[src/rtl/dar_router_param.sv]
// dar_router_param: parametrised NUM_CH x NUM_CH audio router.
// Each output k has a source select and a mute bit held in the active map.
// The map is reloaded from a serial frame captured while prgrm_go_ is low.
// A frame is committed only when its length is exactly FRM_BITS and its
// overall parity is even; otherwise err_ drops and the old map is kept.
// The datapath has no handshake: di is sampled every edge and do follows
// one cycle later through the active map.
// Note: the routed-output port is named dout because "do" is a reserved word.
module dar_router_param #(
    parameter  int NUM_CH   = 4,
    parameter  int DATA_W   = 16,
    localparam int SEL_W    = $clog2(NUM_CH),
    localparam int FRM_BITS = NUM_CH * (SEL_W + 1) + 1
) (
    input  logic                       clk,
    input  logic                       rst_,
    input  logic [NUM_CH*DATA_W-1:0]   di,
    output logic [NUM_CH*DATA_W-1:0]   dout,
    input  logic                       prgrm_in,
    input  logic                       prgrm_go_,
    output logic                       err_,
    output logic                       map_valid,
    output logic                       o_state
);

    localparam int            CNT_W   = $clog2(FRM_BITS + 2);
    localparam logic [CNT_W-1:0] CNT_SAT = CNT_W'(FRM_BITS + 1);
    localparam logic [CNT_W-1:0] CNT_LEN = CNT_W'(FRM_BITS);
    localparam int            FLD_W   = SEL_W + 1;

    // The length/parity check happens on the edge that leaves PROG, so no
    // separate CHECK state is ever occupied.
    typedef enum logic {
        ST_IDLE = 1'b0,
        ST_PROG = 1'b1
    } state_t;

    state_t                 r_state;
    logic [CNT_W-1:0]       r_cnt;
    logic [FRM_BITS-1:0]    r_sr;
    logic [SEL_W-1:0]       r_sel  [NUM_CH];
    logic [NUM_CH-1:0]      r_mute;
    logic                   r_err_n;
    logic                   r_map_valid;
    logic [NUM_CH*DATA_W-1:0] r_do;

    logic [DATA_W-1:0]      w_di_ch [NUM_CH];
    logic                   w_frame_ok;

    // Unpack the input bus so the router can index channels by select value.
    for (genvar g = 0; g < NUM_CH; g++) begin : g_unpack
        assign w_di_ch[g] = di[g*DATA_W +: DATA_W];
    end

    // Frame is good when exactly FRM_BITS bits arrived and the ones count is even.
    // The first arrived bit ends up in r_sr[0], the parity bit in the MSB.
    assign w_frame_ok = (r_cnt == CNT_LEN) && !(^r_sr);

    // Programming FSM: capture serial frame, check it on exit, commit the map.
    always_ff @(posedge clk) begin
        if (!rst_) begin
            r_state     <= ST_IDLE;
            r_cnt       <= '0;
            r_sr        <= '0;
            r_err_n     <= 1'b1;
            r_map_valid <= 1'b0;
            r_mute      <= '1;
            for (int k = 0; k < NUM_CH; k++) begin
                r_sel[k] <= SEL_W'(k);
            end
        end else begin
            case (r_state)
                ST_IDLE: begin
                    if (!prgrm_go_) begin
                        r_state <= ST_PROG;
                        r_err_n <= 1'b1;
                        r_cnt   <= CNT_W'(1);
                        r_sr    <= {prgrm_in, {(FRM_BITS-1){1'b0}}};
                    end
                end
                ST_PROG: begin
                    if (!prgrm_go_) begin
                        // Once saturated the frame is already too long; drop extra bits.
                        if (r_cnt != CNT_SAT) begin
                            r_cnt <= r_cnt + CNT_W'(1);
                            r_sr  <= {prgrm_in, r_sr[FRM_BITS-1:1]};
                        end
                    end else begin
                        r_state <= ST_IDLE;
                        if (w_frame_ok) begin
                            r_map_valid <= 1'b1;
                            for (int k = 0; k < NUM_CH; k++) begin
                                r_sel[k]  <= r_sr[k*FLD_W +: SEL_W];
                                r_mute[k] <= r_sr[k*FLD_W + SEL_W];
                            end
                        end else begin
                            r_err_n <= 1'b0;
                        end
                    end
                end
                default: r_state <= ST_IDLE;
            endcase
        end
    end

    // Router: each output registers its selected (or muted) source sample.
    always_ff @(posedge clk) begin
        if (!rst_) begin
            r_do <= '0;
        end else begin
            for (int k = 0; k < NUM_CH; k++) begin
                r_do[k*DATA_W +: DATA_W] <= r_mute[k] ? '0 : w_di_ch[r_sel[k]];
            end
        end
    end

    assign dout      = r_do;
    assign err_      = r_err_n;
    assign map_valid = r_map_valid;
    assign o_state   = r_state;

endmodule
[config.mk]
export PLATFORM = sky130hd
export DESIGN_NAME = dar_router_param
export DESIGN_NICKNAME = d
export VERILOG_FILES = /design/src/rtl/dar_router_param.sv
export SDC_FILE = /design/constraint.sdc
export NUM_CORES = 1
export LEC_CHECK = 0
export ABC_AREA = 1
export BUFFER_PORTS_ARGS = -buffer_cell sky130_fd_sc_hd__buf_2
export CORE_MARGIN = 4
export CORE_UTILIZATION = 45
export DETAILED_ROUTE_END_ITERATION = 8
export PLACE_DENSITY = 0.78
export SYNTH_ARGS = -nofsm -noshare
export SYNTH_HDL_FRONTEND = slang
export SYNTH_SLANG_ARGS = --single-unit
[constraint.sdc]
create_clock -name clk -period 3.5 [get_ports clk]
set_input_delay 0 -clock clk [delete_from_list [all_inputs] [get_ports clk]]
set_output_delay 0 -clock clk [all_outputs]
set_load 0.02 [all_outputs]
==> impl_metrics.ini, run 1 <==
[sta]
hold_viol = 0
final-setup-viol-count = 0
relSlewSlack_pct = 20.77
fmax_ghz = 0.3978
rsz0062_at_grt = no
tightest_slew_ns = 1.189
skew_ns = 0.01149
postLayoutSetupSlackWorst_ns = 0.9865
min_period_ns = 2.514
slew_violations = 0
tns_ns = 0
post-route-period-util_pct = 71.82

[synthesis]
seq_area_frac_synth_pct = 41.82
netlist.area_leader.share_pct = 36.80
synth_area_leaders = dfxtp_1, a21oi_1, nand2_1
synth_area_mm2 = 0.004787
ys_types = 23
synth_top_area_cell = dfxtp_1
yosys_warnings = 0
synth_nets = 735
ys_seq_elements = 96
synth_cells = 664
synth.avg_cell_area_um2 = 7.209

[floorplan]
die_area_mm2 = 0.01235
rows = 37
fp.coreArea_mm2 = 0.01032
die_w_um = 111.1
dieHeight_um = 111.1
start_util_pct = 46.37
io_pins = 135

[clocking]
ctsHoldBuffers = 25
cts_tree = done
htreeDepth = 3
cts_resized = 0
post_cts_buffers = 0
numCtsBuffers = 9
clock_latency_ns = 0.37
cts_sinks = 96
clk_pin_slew_ns = 0.09
clk_path_buf_depth = 2
clockRootBuffer = clkbuf_8

[cells_and_area]
syn_to_final_growth_pct = 23.31
utilization_pct = 57.18
drive_above_1_share_pct = 20.35
final_common_cell = buf_2
design_area_mm2 = 0.005903
nets = 857
diodes = 0
layout_common_cells = buf_2, a21oi_1, nand2_1

[worst_setup_path]
cp.required_ns = 3.76
worst-r2r-setup-slack_ns = 0.99
reg2reg_to = dout[60]$_SDFF_PP0_
reg2reg_depth = 5
cp-end-kind = flop
r2r_start = r_sel[3][0]$_SDFFCE_PN1P_
cpMostUsedCell = a21oi_1
critPathSlowestCell = edfxtp_1
path_buf_inv = 2
crit_path_start_kind = flop
crit_fanout = 37
critPathKind = flop to flop
crit_arrival_ns = 2.78
slowest_delay_ns = 1.10
crit_path_cell_trace = buf_4 -> a21oi_1 -> o21ai_0 -> a21oi_1 -> dlygate4sd3_1
cp.depth = 5
cp_top_family = flip-flops

[routing]
vias = 5100
ant_nets = 0
drt_pass1_iterations = 5
wl_per_cell_um = 15.15
drc = 0
routed_wl_um = 14040
drt_iter0_drc = 605
vias_per_cell = 5.502

[power]
totalPowerFinal_mw = 2.062
power_density_mw_per_mm2 = 349.4
power_leakage_nw = 2.716
vdd_drop_max_uv = 215.2

[grt]
antenna_found_initial = 0
globalRouteTotalUtil_pct = 22.22
grt_pass1_vias = 4918
grt_max_degree = 65
grt-ovfl-total = 0
grt_pass1_wl_um = 23180

[placement]
gp_congestion = 0.8577
numPortBuffers = 134
pre_cts_ws_ns = 1.575
placed_cell_area_mm2 = 0.005458
hpwl_um = 9629

[min_path]
hp-start = di[35]
hold_path.class = primary input to flop
hold_depth = 3
hold_path_end = dout[19]$_SDFF_PP0_

[run]
cap_violations = 0

[outcome]
status = finished, final reports clean
## sequential cells by signal (all words and copies together) (netlist names)
signal,cells
dout,64
r_mute,4
o_state,1
r_cnt,4
err_,1
r_sel,8
r_sr,13
map_valid,1
## logic make-up (layout without fill, tap and decap cells)
kind of cell / Yosys count / count (layout) / synth area share [%]
buffers and inverters: 109 / 236 / 8.651
flip-flops: 96 / 96 / 41.82
XOR/XNOR: 3 / 3 / 0.5490
adder cells (fa/ha/maj): 3 / 3 / 0.7842
AO/OA/AOI/OAI: 275 / 275 / 32.72
AND/OR/NAND/NOR: 178 / 178 / 15.47
## where the power goes
part / internal [mW] / switching, mW
clock: 0.342 / 0.379
combinational: 0.0887 / 0.120
sequential: 1.11 / 0.0220
## routing by layer
metal / vias up / GRT usage [%] / share of wire [%]
li1: 2532 / - / -
met1: 2296 / 27.14 / 40
met2: 245 / 38.88 / 49
met3: 27 / 4.803 / 8.7
met4: 0 / 7.299 / 1.7
met5: - / 0 / 0
## final cells by class
class                      instances  area, µm²
fill                             910       4420
multi-input combinational        459       2371
sequential                        96       2002
timing repair buffer             163      950.9
inverter                          57      214.0
clock buffer                      15      187.7
tap                              136      170.2
clock inverter                     1      7.507
## synth_stat cells, drive strengths merged
master,instances
ha,3
o21ai,67
xnor2,1
o211ai,64
nor2,25
nand2,131
inv,57
clkbuf,46
buf,6
edfxtp,8
or2,4
xor2,2
a21oi,132
nand3,12
a22oi,12
nand4,6
dfxtp,88
## metrics by stage
stage,hold WS [ns],cells
2_1_floorplan,0.07238,664
5_1_grt,0.009718,927
4_1_cts,0.0004518,927
6_report,0.005914,927
3_3_place_gp,0.2136,886
3_5_place_dp,0.2198,886
## worst max-delay path by stage
stage / start / endpoint / slack (ns)
2_1_floorplan: r_cnt[0]$_SDFFE_PN0P_ / r_sel[0][0]$_SDFFCE_PN0P_ / 1.82
3_3_place_gp: r_sel[0][0]$_SDFFCE_PN0P_ / dout[5]$_SDFF_PP0_ / 1.67
3_5_place_dp: r_sel[0][0]$_SDFFCE_PN0P_ / dout[5]$_SDFF_PP0_ / 1.57
4_1_cts: r_sel[3][0]$_SDFFCE_PN1P_ / dout[60]$_SDFF_PP0_ / 1.06
5_1_grt: r_sel[3][0]$_SDFFCE_PN1P_ / dout[60]$_SDFF_PP0_ / 0.79
6_report: r_sel[3][0]$_SDFFCE_PN1P_ / dout[60]$_SDFF_PP0_ / 0.99
## worst reg2reg max path: stages (launching register included)
cell and delay [ns]:
edfxtp_1 1.10, buf_4 0.41, a21oi_1 0.10, o21ai_0 0.14
a21oi_1 0.09, dlygate4sd3_1 0.58
Power figures use the tool's default switching activity.
==> inputs of run 2 (changes only) <==
ABC_AREA = 0   (was 1)
PLACE_DENSITY = 0.81   (was 0.78)
clock period = 2.1 ns   (was 3.5 ns; I/O delays follow)
==> run 2 against run 1 <==
Net effect: cell count fell by 33%; largest cell class unchanged; clock-buffer cell count fell by 5; critical endpoint is now r_mute[0]$_SDFFE_PN1P_; critical path depth rose by 1; register-to-register slack got worse by 0.89 ns; synthesized cell count fell by 48%; via count fell by 35%; die area fell by 2.6%.
==> impl_metrics.ini, run 2 <==
[outcome]
status = finished, final reports clean

[clocking]
post_cts_buffers = 0
clockRootBuffer = clkbuf_8
clock_latency_ns = 0.35
cts_tree = done
clk_path_buf_depth = 2
cts_sinks = 96
htreeDepth = 3
numCtsBuffers = 9
clk_pin_slew_ns = 0.10

[sta]
fmax_ghz = 0.4996
slew_violations = 0
final-setup-viol-count = 0
tns_ns = 0
tightest_slew_ns = 0.8558
post-route-period-util_pct = 95.31
relSlewSlack_pct = 42.94
rsz0062_at_grt = no
hold_viol = 0
postLayoutSetupSlackWorst_ns = 0.09844
min_period_ns = 2.002
skew_ns = 0.009203

[synthesis]
synth_area_mm2 = 0.004653
yosys_warnings = 0
ys_seq_elements = 96
synth_cells = 348
synth_area_leaders = dfxtp_1, mux4_2, nor2b_1
async_reset_ff_share_pct = 0
seq_area_frac_synth_pct = 43.02
netlist.area_leader.share_pct = 37.86
synth_edf_count = 8
ys.flop_type = dfxtp_1
synth.avg_cell_area_um2 = 13.37
ys_types = 31
yosysMostFrequentCell = dfxtp_1
synth_common_cells = dfxtp_1, nor2b_1, mux4_2
synth_nets = 419
synth_top_area_cell = dfxtp_1

[min_path]
hp-start = di[40]
hold_path.class = primary input to flop

[worst_setup_path]
slowest_delay_ns = 0.40
crit_fanout = 12
startpoint = r_sr[9]$_SDFFE_PN0P_
critPathSlowestCell = xnor3_1
path_buf_inv = 1
cp.required_ns = 2.35
critPathKind = flop to flop
crit_path_cell_trace = xnor3_1 -> xnor3_2 -> xnor2_2 -> nor3_4 -> buf_12 -> mux2_2
cp-end-kind = flop
crit_path_start_kind = flop
cp_top_family = XOR/XNOR gates
crit_arrival_ns = 2.25
r2r_start = r_sr[9]$_SDFFE_PN0P_

[routing]
drc = 0
vias_per_cell = 5.344
vias = 3324
drt_iter0_drc = 182
ant_nets = 0
drt_pass1_iterations = 4
routed_wl_um = 11060
wl_per_cell_um = 17.78

[cells_and_area]
design_area_mm2 = 0.005746
nets = 555
drive_above_1_share_pct = 49.28
final_common_cell = buf_2
diodes = 0
largest_reg_flops = 64
fin_cells = 622
nFillCells = 820
layout_common_cells = buf_2, dfxtp_1, nor2b_1
syn_to_final_growth_pct = 23.47

[placement]
pre_cts_ws_ns = 0.01524
placed_cell_area_mm2 = 0.005535
numPortBuffers = 134
gp_congestion = 0.7720
hpwl_um = 8232
dp.cells = 604

[floorplan]
dieHeight_um = 109.7
start_util_pct = 46.96
die_area_mm2 = 0.01203
die_w_um = 109.7
rows = 36
io_pins = 135
fp.coreArea_mm2 = 0.009910

[grt]
grt-ovfl-total = 0
grt_max_degree = 36
grt_pass1_vias = 3392
globalRouteTotalUtil_pct = 18.89
grt_pass1_wl_um = 17060
antenna_found_initial = 0

[run]
cap_violations = 0

[power]
power_leakage_nw = 2.393
vdd_drop_max_uv = 398.5
power_density_mw_per_mm2 = 596.0
totalPowerFinal_mw = 3.424
[run 2: stage by stage]
stage	utilization, %	hold slack [ns]
global placement	55.86	0.2199
CTS	57.95	0.08340
floorplan	-	0.07161
detailed placement	55.86	0.2248
finish	57.98	0.09727
global route	57.98	0.1019
[run 2: worst paths after layout]
| check | endpoint | slack, ns | cells past startpoint |
|---|---|---|---|
| min reg2reg | map_valid$_SDFFE_PN0P_ | 0.48 | 1 |
| min | dout[24]$_SDFF_PP0_ | 0.1 | 3 |
| max | r_mute[0]$_SDFFE_PN1P_ | 0.1 | 6 |
| max reg2reg | r_mute[0]$_SDFFE_PN1P_ | 0.1 | 6 |
[run 2: repair_timing]
action,CTS,global route
pin swaps,1,0
hold buffers,2,0
resized for setup,0,2
endpoints found under the hold margin,2,0
endpoints found under the setup margin,1,12
[run 2: cell families (layout without fill, tap and decap cells)]
group	after synthesis	after routing	share of synthesized area, %
AO/OA/AOI/OAI	20	20	3.254
XOR/XNOR	11	11	3.146
adder cells (fa/ha/maj)	3	3	0.8068
buffers and inverters	30	171	2.796
flip-flops	96	96	43.02
multiplexers	68	68	31.94
AND/OR/NAND/NOR	120	120	15.03
[run 2: power by group]
group          switching, mW  internal [mW]
Combinational          0.145          0.249
Clock                  0.679          0.483
Sequential            0.0163           1.85
[run 2: metal layers]
metal,up-vias,wire [µm],track usage (%)
li1,1558,-,-
met1,1638,3938,20.56
met2,109,6271,36.18
met3,19,614,2.701
met4,0,232,8.014
met5,-,0,0
[run 2: tightest hold or removal path, delay by kind of cell]
kind	cells	cell delay, ns
AND/OR/NAND/NOR	1	0.11
multiplexers	1	0.21
buffers and inverters	1	0.10
[run 2: area by class of cell]
type	count	area [µm²]	area share, %
clock inverters	6	50.05	0.8711
multi-input cells	222	2524	43.92
repair buffers	153	855.8	14.90
flip-flops and latches	96	2004	34.89
inverters	2	7.507	0.1307
clock buffers	10	137.6	2.395
well taps	133	166.4	2.896
